--- config.mk ---
export PLATFORM = sky130hd
export DESIGN_NAME = cordic_atan2
export DESIGN_NICKNAME = d
export VERILOG_FILES = /design/src/rtl/cordic_atan2.sv
export SDC_FILE = /design/constraint.sdc
export NUM_CORES = 1
export LEC_CHECK = 0
export CORE_ASPECT_RATIO = 1.2
export CORE_MARGIN = 8
export CORE_UTILIZATION = 25
export DETAILED_ROUTE_END_ITERATION = 12
export PLACE_DENSITY_LB_ADDON = 0.3
export SKIP_LAST_GASP = 1
export SLEW_MARGIN = 20
export SYNTH_ARGS = -nofsm -noshare
export SYNTH_HDL_FRONTEND = slang
export SYNTH_SLANG_ARGS = --single-unit
--- constraint.sdc ---
create_clock -name clk -period 7.4 [get_ports clk]
set_clock_uncertainty 0.05 [all_clocks]
set_input_delay 1.11 -clock clk [delete_from_list [all_inputs] [get_ports clk]]
set_output_delay 1.11 -clock clk [all_outputs]
set_load 0.03 [all_outputs]
--- src/rtl/cordic_atan2.sv ---
// cordic_atan2: iterative CORDIC vectoring, signed I/Q -> phase word (2^psz per circle) and magnitude.
// Optional build macro CORDIC_GAIN_COMP_EN scales mag by ~1/K with one extra output cycle.
module cordic_atan2 #(
  parameter int isz  = 18,
  parameter int psz  = 12,
  parameter int iter = 12
) (
  input  logic                  clk,
  input  logic                  rst_n,
  input  logic                  start,
  input  logic signed [isz-1:0] i_in,
  input  logic signed [isz-1:0] q_in,
  output logic                  busy,
  output logic                  valid,
  output logic [psz-1:0]        phs,
  output logic [isz:0]          mag
);
  localparam int xw = isz + 2;
  localparam int zw = psz + 4;
  // angle table is held at 2^24 counts per circle and rounded down to z resolution
  localparam int sh = 20 - psz;
  localparam logic [23:0] rnd = sh > 0 ? 24'(1) << (sh - 1) : 24'd0;
  typedef enum logic [1:0] {IDLE, ROT, OUT} state_t;
  state_t state_q, state_d;
  logic signed [xw-1:0] x_q, x_d, y_q, y_d, xs, ys, ie, qe;
  logic [zw-1:0] z_q, z_d;
  logic [3:0] k_q, k_d;
  logic zr_q, zr_d, busy_q, busy_d, valid_q, valid_d, done;
  logic [psz-1:0] phs_q, phs_d;
  logic [isz:0] mag_q, mag_d, mag_src;

  function automatic logic [zw-1:0] atan_tab(input logic [3:0] k);
    logic [23:0] t;
    case (k)
      4'd0:    t = 24'd2097152;
      4'd1:    t = 24'd1238021;
      4'd2:    t = 24'd654136;
      4'd3:    t = 24'd332050;
      4'd4:    t = 24'd166669;
      4'd5:    t = 24'd83415;
      4'd6:    t = 24'd41718;
      4'd7:    t = 24'd20860;
      4'd8:    t = 24'd10430;
      4'd9:    t = 24'd5215;
      4'd10:   t = 24'd2608;
      4'd11:   t = 24'd1304;
      4'd12:   t = 24'd652;
      4'd13:   t = 24'd326;
      4'd14:   t = 24'd163;
      default: t = 24'd81;
    endcase
    return zw'((t + rnd) >> sh);
  endfunction

  assign ie = xw'(i_in);
  assign qe = xw'(q_in);

`ifdef CORDIC_GAIN_COMP_EN
  logic [isz:0] g_q, g_d;
  logic o_q, o_d;
  // first OUT cycle: x * (1/2 + 1/8 - 1/64 - 1/512 - 1/4096) ~= x / K
  always_comb begin
    g_d = (isz+1)'((x_q >>> 1) + (x_q >>> 3) - (x_q >>> 6) - (x_q >>> 9) - (x_q >>> 12));
    o_d = (state_q == OUT) && !o_q;
  end
  // gain-compensation pipeline register and OUT sub-cycle flag
  always_ff @(posedge clk or negedge rst_n)
    if (!rst_n) begin
      g_q <= '0;
      o_q <= 1'b0;
    end else begin
      g_q <= g_d;
      o_q <= o_d;
    end
  assign done = o_q;
  assign mag_src = g_q;
`else
  assign done = 1'b1;
  assign mag_src = x_q[isz:0];
`endif

  // capture with half-plane pre-rotation, one micro-rotation per ROT cycle, publish in OUT
  always_comb begin
    state_d = state_q;
    x_d = x_q;
    y_d = y_q;
    z_d = z_q;
    k_d = k_q;
    zr_d = zr_q;
    busy_d = busy_q;
    valid_d = 1'b0;
    phs_d = phs_q;
    mag_d = mag_q;
    xs = x_q >>> k_q;
    ys = y_q >>> k_q;
    case (state_q)
      IDLE: if (start) begin
        x_d = i_in[isz-1] ? -ie : ie;
        y_d = i_in[isz-1] ? -qe : qe;
        z_d = i_in[isz-1] ? zw'(1) << (zw - 1) : '0;
        zr_d = (i_in == '0) && (q_in == '0);
        k_d = '0;
        busy_d = 1'b1;
        state_d = ROT;
      end
      ROT: begin
        x_d = y_q[xw-1] ? x_q - ys : x_q + ys;
        y_d = y_q[xw-1] ? y_q + xs : y_q - xs;
        z_d = y_q[xw-1] ? z_q - atan_tab(k_q) : z_q + atan_tab(k_q);
        k_d = k_q + 4'd1;
        state_d = k_q == 4'(iter - 1) ? OUT : ROT;
      end
      default: if (done) begin
        phs_d = zr_q ? '0 : psz'((z_q + zw'(8)) >> 4);
        mag_d = mag_src;
        valid_d = 1'b1;
        busy_d = 1'b0;
        state_d = IDLE;
      end
    endcase
  end

  // all state and registered outputs; reset abandons any conversion in flight
  always_ff @(posedge clk or negedge rst_n)
    if (!rst_n) begin
      state_q <= IDLE;
      x_q <= '0;
      y_q <= '0;
      z_q <= '0;
      k_q <= '0;
      zr_q <= 1'b0;
      busy_q <= 1'b0;
      valid_q <= 1'b0;
      phs_q <= '0;
      mag_q <= '0;
    end else begin
      state_q <= state_d;
      x_q <= x_d;
      y_q <= y_d;
      z_q <= z_d;
      k_q <= k_d;
      zr_q <= zr_d;
      busy_q <= busy_d;
      valid_q <= valid_d;
      phs_q <= phs_d;
      mag_q <= mag_d;
    end

  assign busy = busy_q;
  assign valid = valid_q;
  assign phs = phs_q;
  assign mag = mag_q;
endmodule

# --- After elaboration in Yosys (flattened, before gate mapping) ---
# Memory sizes are Yosys's and may differ from the RTL's.
# Index checks and enable logic that the tools add are counted.
totals:
  reg_bits: 96
  rom_bits: 704
  input_bits: 39
  out_inout_bits: 33
  elab_cells: 62
  mem_count: 2
op_classes:
  addsub: 12
  n_eq_ne: 3
  shifts: 2
  muxes: 23
  bitwise: 1
  reduce_logical: 9
memory_table:
  columns: ["name", "words", "width", "rd", "rd_clocked_by_memory_dff", "wr", "line", "text"]
  rows:
  - ["(no name shown)", 16, 22, 1, 0, 0, "34", "case (k)"]
  - ["(no name shown)", 16, 22, 1, 0, 0, "34", null]
op_table:
  columns: ["op", "count"]
  rows:
  - ["20-bit two-way mux", 6]
  - ["20-bit one-hot mux with 2 select lines", 2]
  - ["24-bit by 8-bit adder with 24-bit output (second input constant)", 2]
  - ["16-bit two-way mux", 3]
  - ["24-bit two-way mux", 2]
  - ["20-bit adder", 2]
  - ["18-bit negator with 20-bit output", 2]
  - ["20-bit by 4-bit >>> shifter with 20-bit output", 2]
  - ["20-bit subtractor", 2]
  - ["18-bit logical NOT", 2]
  - ["16-bit one-hot mux with 2 select lines", 1]
  - ["16-bit adder", 1]
  - ["16-bit by 4-bit adder with 16-bit output (second input constant)", 1]
  - ["16-bit subtractor", 1]
  - ["12-bit two-way mux", 1]
  - ["4-bit one-hot mux with 2 select lines", 1]
  - ["2-bit AND reduction", 3]
  - ["4-bit by 1-bit adder with 4-bit output (second input constant)", 1]
  - ["4-bit equality test (second input constant)", 1]
  - ["2-bit two-way mux", 2]
  - ["4-bit two-way mux", 1]
  - ["2-bit one-hot mux with 2 select lines", 1]
  - ["2-bit by 1-bit equality test with 1-bit output (second input constant)", 1]
  - ["2-bit logical NOT", 1]
  - ["other kinds (7)", 8]

# --- Depth between registers and ports, before layout ---
depth:
  word_depth: 6
  mapped_depth: 27
  ltp_nobuf: 22

# --- Worst setup path after synthesis ---
# Ideal clock, no wire load.
synth_path:
  path_kind: "register to register"
  from: "reg k_q[3]"
  to: "reg z_q[15]"
  setup_time_ns: 0.128
  arrival_ns: 5.368
  t_required_ns: 7.222
  setup_slack_ns: 1.854
  path_stages_with_launch: 28
  n_path_buf: 7
  synth_period_minus_slack_ns: 5.546
  cell_sequence: "dfrtp_1 -> clkbuf_1 -> buf_2 -> buf_2 -> buf_2 -> buf_6 -> clkbuf_1 -> buf_1 -> mux2i_1 -> o21ai_0 -> ha_1 -> nand3b_1 -> o21ai_0 -> a222oi_1 -> o21bai_1 -> o31a_1 -> nor3_1 -> nor2_1 -> xnor2_1 -> ha_1 -> a21o_1 -> nand2_1 -> o211ai_1 -> o211ai_1 -> o21a_1 -> o21ai_0 -> xnor2_1 -> o21ai_0"
synth_via:
  elab_chain_cells: 6
  word_cells_on_any_way: 10
  cone_classes: "add/sub: 4; mux: 4; memory: 2"
synth_lines:
  columns: ["element", "line", "text"]
  rows:
  - ["start: declaration", "27", "logic [3:0] k_q, k_d;"]
  - ["start signal: assignment", "141", "k_q <= k_d;"]
  - ["memory 16 x 22 bit", null, null]
  - ["24-bit two-way mux", "96", "case (state_q)"]
  - ["24-bit by 8-bit adder with 24-bit output", "52", "return zw'((t + rnd) >> sh);"]
  - ["16-bit adder / 16-bit subtractor (equally long branches)", "109", "z_d = y_q[xw-1] ? z_q - atan_tab(k_q) : z_q + atan_tab(k_q);"]
  - ["16-bit two-way mux (*)", "109", null]
  - ["16-bit one-hot mux with 2 select lines (*)", "96", null]
  - ["end signal: assignment", "140", "z_q <= z_d;"]
  - ["end: declaration", "26", "logic [zw-1:0] z_q, z_d;"]
# Every way passes the cells marked *; elsewhere a longest branch is shown, timed or not. The select of a mux whose other input is x is not followed.
# A chain may end at the register's enable or synchronous reset.

# --- Worst setup path in the final report ---
layout_path:
  from: "reg k_q[0]"
  to: "reg x_q[18]"
layout_via:
  elab_chain_cells: 4
  word_cells_on_any_way: 5
  cone_classes: "add/sub: 2; shift: 1; mux: 2"
layout_lines:
  columns: ["element", "line", "text"]
  rows:
  - ["20-bit by 4-bit >>> shifter with 20-bit output (*)", "95", "ys = y_q >>> k_q;"]
  - ["20-bit adder / 20-bit subtractor (equally long branches)", "107", "x_d = y_q[xw-1] ? x_q - ys : x_q + ys;"]
  - ["20-bit two-way mux (*)", "107", null]
  - ["20-bit one-hot mux with 2 select lines (*)", "96", null]
  - ["end signal: assignment", "127", "x_q <= '0;"]
  - ["end signal: assignment", "138", "x_q <= x_d;"]
  - ["end: declaration", "25", "logic signed [xw-1:0] x_q, x_d, y_q, y_d, xs, ys, ie, qe;"]
# Every way passes the cells marked *; elsewhere a longest branch is shown, timed or not.

==> flow_metrics.tcl <==
set metrics [dict create \
    routed_wirelength_um 36500 \
    wire_per_inst_um 18.4 \
    netlist_top_cells_area "dfrtp_1, ha_1, mux4_1" \
    first_iter_violations 778 \
    ant_nets 0 \
    cp.required_ns 7.59 \
    tightest_slew_ns 0.785 \
    cts.clk_slew.worst_paths_ns 0.08 \
    grt_max_degree 56 \
    drive_above_1_share 0.0958 \
    rows 86 \
    start_util 0.252 \
    hold_violations 0 \
    synth-edff-count 0 \
    post-cts-setup-buffers 0 \
    route.detailed.drc 0 \
    die_y_um 251 \
    clock_latency_ns 0.38 \
    holdCritStartpoint "z_q[0]" \
    synth_fp_nets 1450 \
    grt_setup_unrepaired "false" \
    netlist_area_mm2 0.0115 \
    cts_buffers 9 \
    antennaDiodeCount 0 \
    tritoncts "done" \
    status "finished, final reports clean" \
    period_minus_slack_ns 5.90 \
    relSlewSlack 0.463 \
    setup-tns-final_ns 0 \
    finalNonFillerCells 1983 \
    clock.fmax_ghz 0.169 \
    firstDrtPassIters 5 \
    ys_ff_latch 96 \
    fin_nets 1470 \
    place_inst 1967 \
    setup_violations 0 \
    grt_overflow_total 0 \
    fillers 4866 \
    ioPinCount 72 \
    grt_pass1_wl_um 57800 \
    syn_area_per_cell_um2 8.59 \
    hold_depth 2 \
    drv_slew 0 \
    ys_async_sr_fraction 1.00 \
    crit_path_start_kind "flip-flop" \
    die_w_um 212 \
    synth_top_area_share 0.208 \
    startpoint "k_q[0]" \
    cts_buffer_depth 2 \
    gp_congestion 0.867 \
    worstSetupEndpointType "flip-flop" \
    synth_top_flop_cell "dfrtp_1" \
    syn_inst 1342 \
    ctsResizeCount 0 \
    criticalPathCategory "reg2reg" \
    worstHoldPathType "reg2reg" \
    worstPathMaxFanout 35 \
    post-route-period-util 0.798 \
    vias 10400 \
    yosysWarningCount 0 \
    syn2layout_area_growth_pct 12.9 \
    yosysSeqAreaShare 0.208 \
    r2r_start "k_q[0]" \
    arrival_ns 6.10 \
    synth_top_area_cell "dfrtp_1" \
    cts-root-buf "clkbuf_16" \
    vias_per_cell 5.27 \
    hold_buffers 0 \
    drv_cap 0 \
    cts_sinks 96 \
    grtUsageTotal 0.136 \
    dp.final_hpwl_um 26900 \
    yosys.cell_types.count 82 \
    htree_levels 3 \
    die_area_mm2 0.0533 \
    antenna_found_initial 0 \
    r2r_cells 16 \
    core_mm2 0.0457 \
    grt_pass1_vias 10100 \
    port_buffers 71 \
]
[synth_stat cells (14+ instances only)]
master / number
clkbuf_1: 45
nor2_1: 109
o2bb2ai_1: 16
mux4_1: 25
xor2_1: 61
o21ai_0: 99
a21o_1: 20
mux2i_1: 28
or3_1: 14
nand3_1: 30
and3_1: 14
inv_1: 41
ha_1: 66
mux2_2: 34
nor3_1: 29
a21oi_1: 78
o211ai_1: 30
o22ai_1: 16
nand2_1: 148
xnor2_1: 64
mux4_2: 26
dfrtp_1: 96
a31oi_1: 15
[metal layers]
layer | vias to the layer above | share of wire | GRT usage
met5 | - | 0 | 0
met4 | 0 | 0.037 | 0.0505
met3 | 62 | 0.039 | 0.0208
met2 | 289 | 0.49 | 0.235
met1 | 5061 | 0.44 | 0.168
li1 | 5029 | - | -
[registers in the layout, summed over array words and instances (netlist names), 2 cells and up]
register / flops
state_q: 2
k_q: 4
z_q: 16
phs: 12
y_q: 20
x_q: 20
mag: 19
[metrics by stage]
stage | utilization | area (µm²) | hold WS (ns) | setup WS, ns
2_1_floorplan | - | 11500 | 0.372 | 1.85
3_3_place_gp | 0.278 | 12700 | 0.420 | 1.64
3_5_place_dp | 0.278 | 12700 | 0.428 | 1.58
4_1_cts | 0.285 | 13000 | 0.446 | 1.56
5_1_grt | 0.285 | 13000 | 0.467 | 1.01
6_report | 0.285 | 13000 | 0.443 | 1.50
[area by class of cell]
class	instances	area (µm²)	share of cell area
clock buffer	9	225	0.0173
clock inverter	7	87.6	0.00673
inverter	42	158	0.0121
multi-input combinational	1120	8490	0.653
sequential	96	2410	0.185
tap	616	771	0.0592
timing repair buffer	93	873	0.0671
[path summary, 6_finish.rpt]
check                          end  slack (ns)
max                        x_q[18]        1.50
min                         z_q[0]        0.44
max reg2reg                x_q[18]        1.50
min reg2reg                 z_q[0]        0.44
max in group asynchronous   k_q[3]        5.45
min in group asynchronous   phs[0]        0.72
[worst max-delay path: stages, from the launching register on]
cell and delay (ns):
dfrtp_2 0.83, buf_4 0.59, mux4_2 0.56, mux2_2 0.29, mux2i_1 0.36, ha_1 0.31
a21oi_1 0.10, xnor2_1 0.16, ha_1 0.33, a211oi_1 0.36, a21boi_0 0.42, o2111ai_1 0.27
a31o_2 0.28, or4_1 0.40, a31oi_1 0.21, xor2_1 0.15, o21ai_0 0.08
[logic make-up (layout without fill, tap and decap cells)]
family,after synthesis,count (layout),share of synthesized area
AND/OR/NAND/NOR,430,430,0.177
buffers and inverters,126,151,0.0558
multiplexers,119,119,0.175
XOR/XNOR,125,125,0.0950
flip-flops,96,96,0.208
adder cells (fa/ha/maj),69,69,0.0769
AO/OA/AOI/OAI,377,377,0.212
[placed cells by master, fill, tap and decap left out, types with 26 or more instances in the layout]
master and n:
a21oi_1 78, clkdlybuf4s50_1 70, dfrtp_1 93, ha_1 66, inv_1 41, mux2_2 34
mux2i_1 28, mux4_2 26, nand2_1 147, nand3_1 30, nor2_1 108, nor3_1 29
o211ai_1 30, o21ai_0 99, xnor2_1 64, xor2_1 61
Power is not shown: default switching activity piles up to over one toggle a cycle in this logic, so the estimate is an artifact.
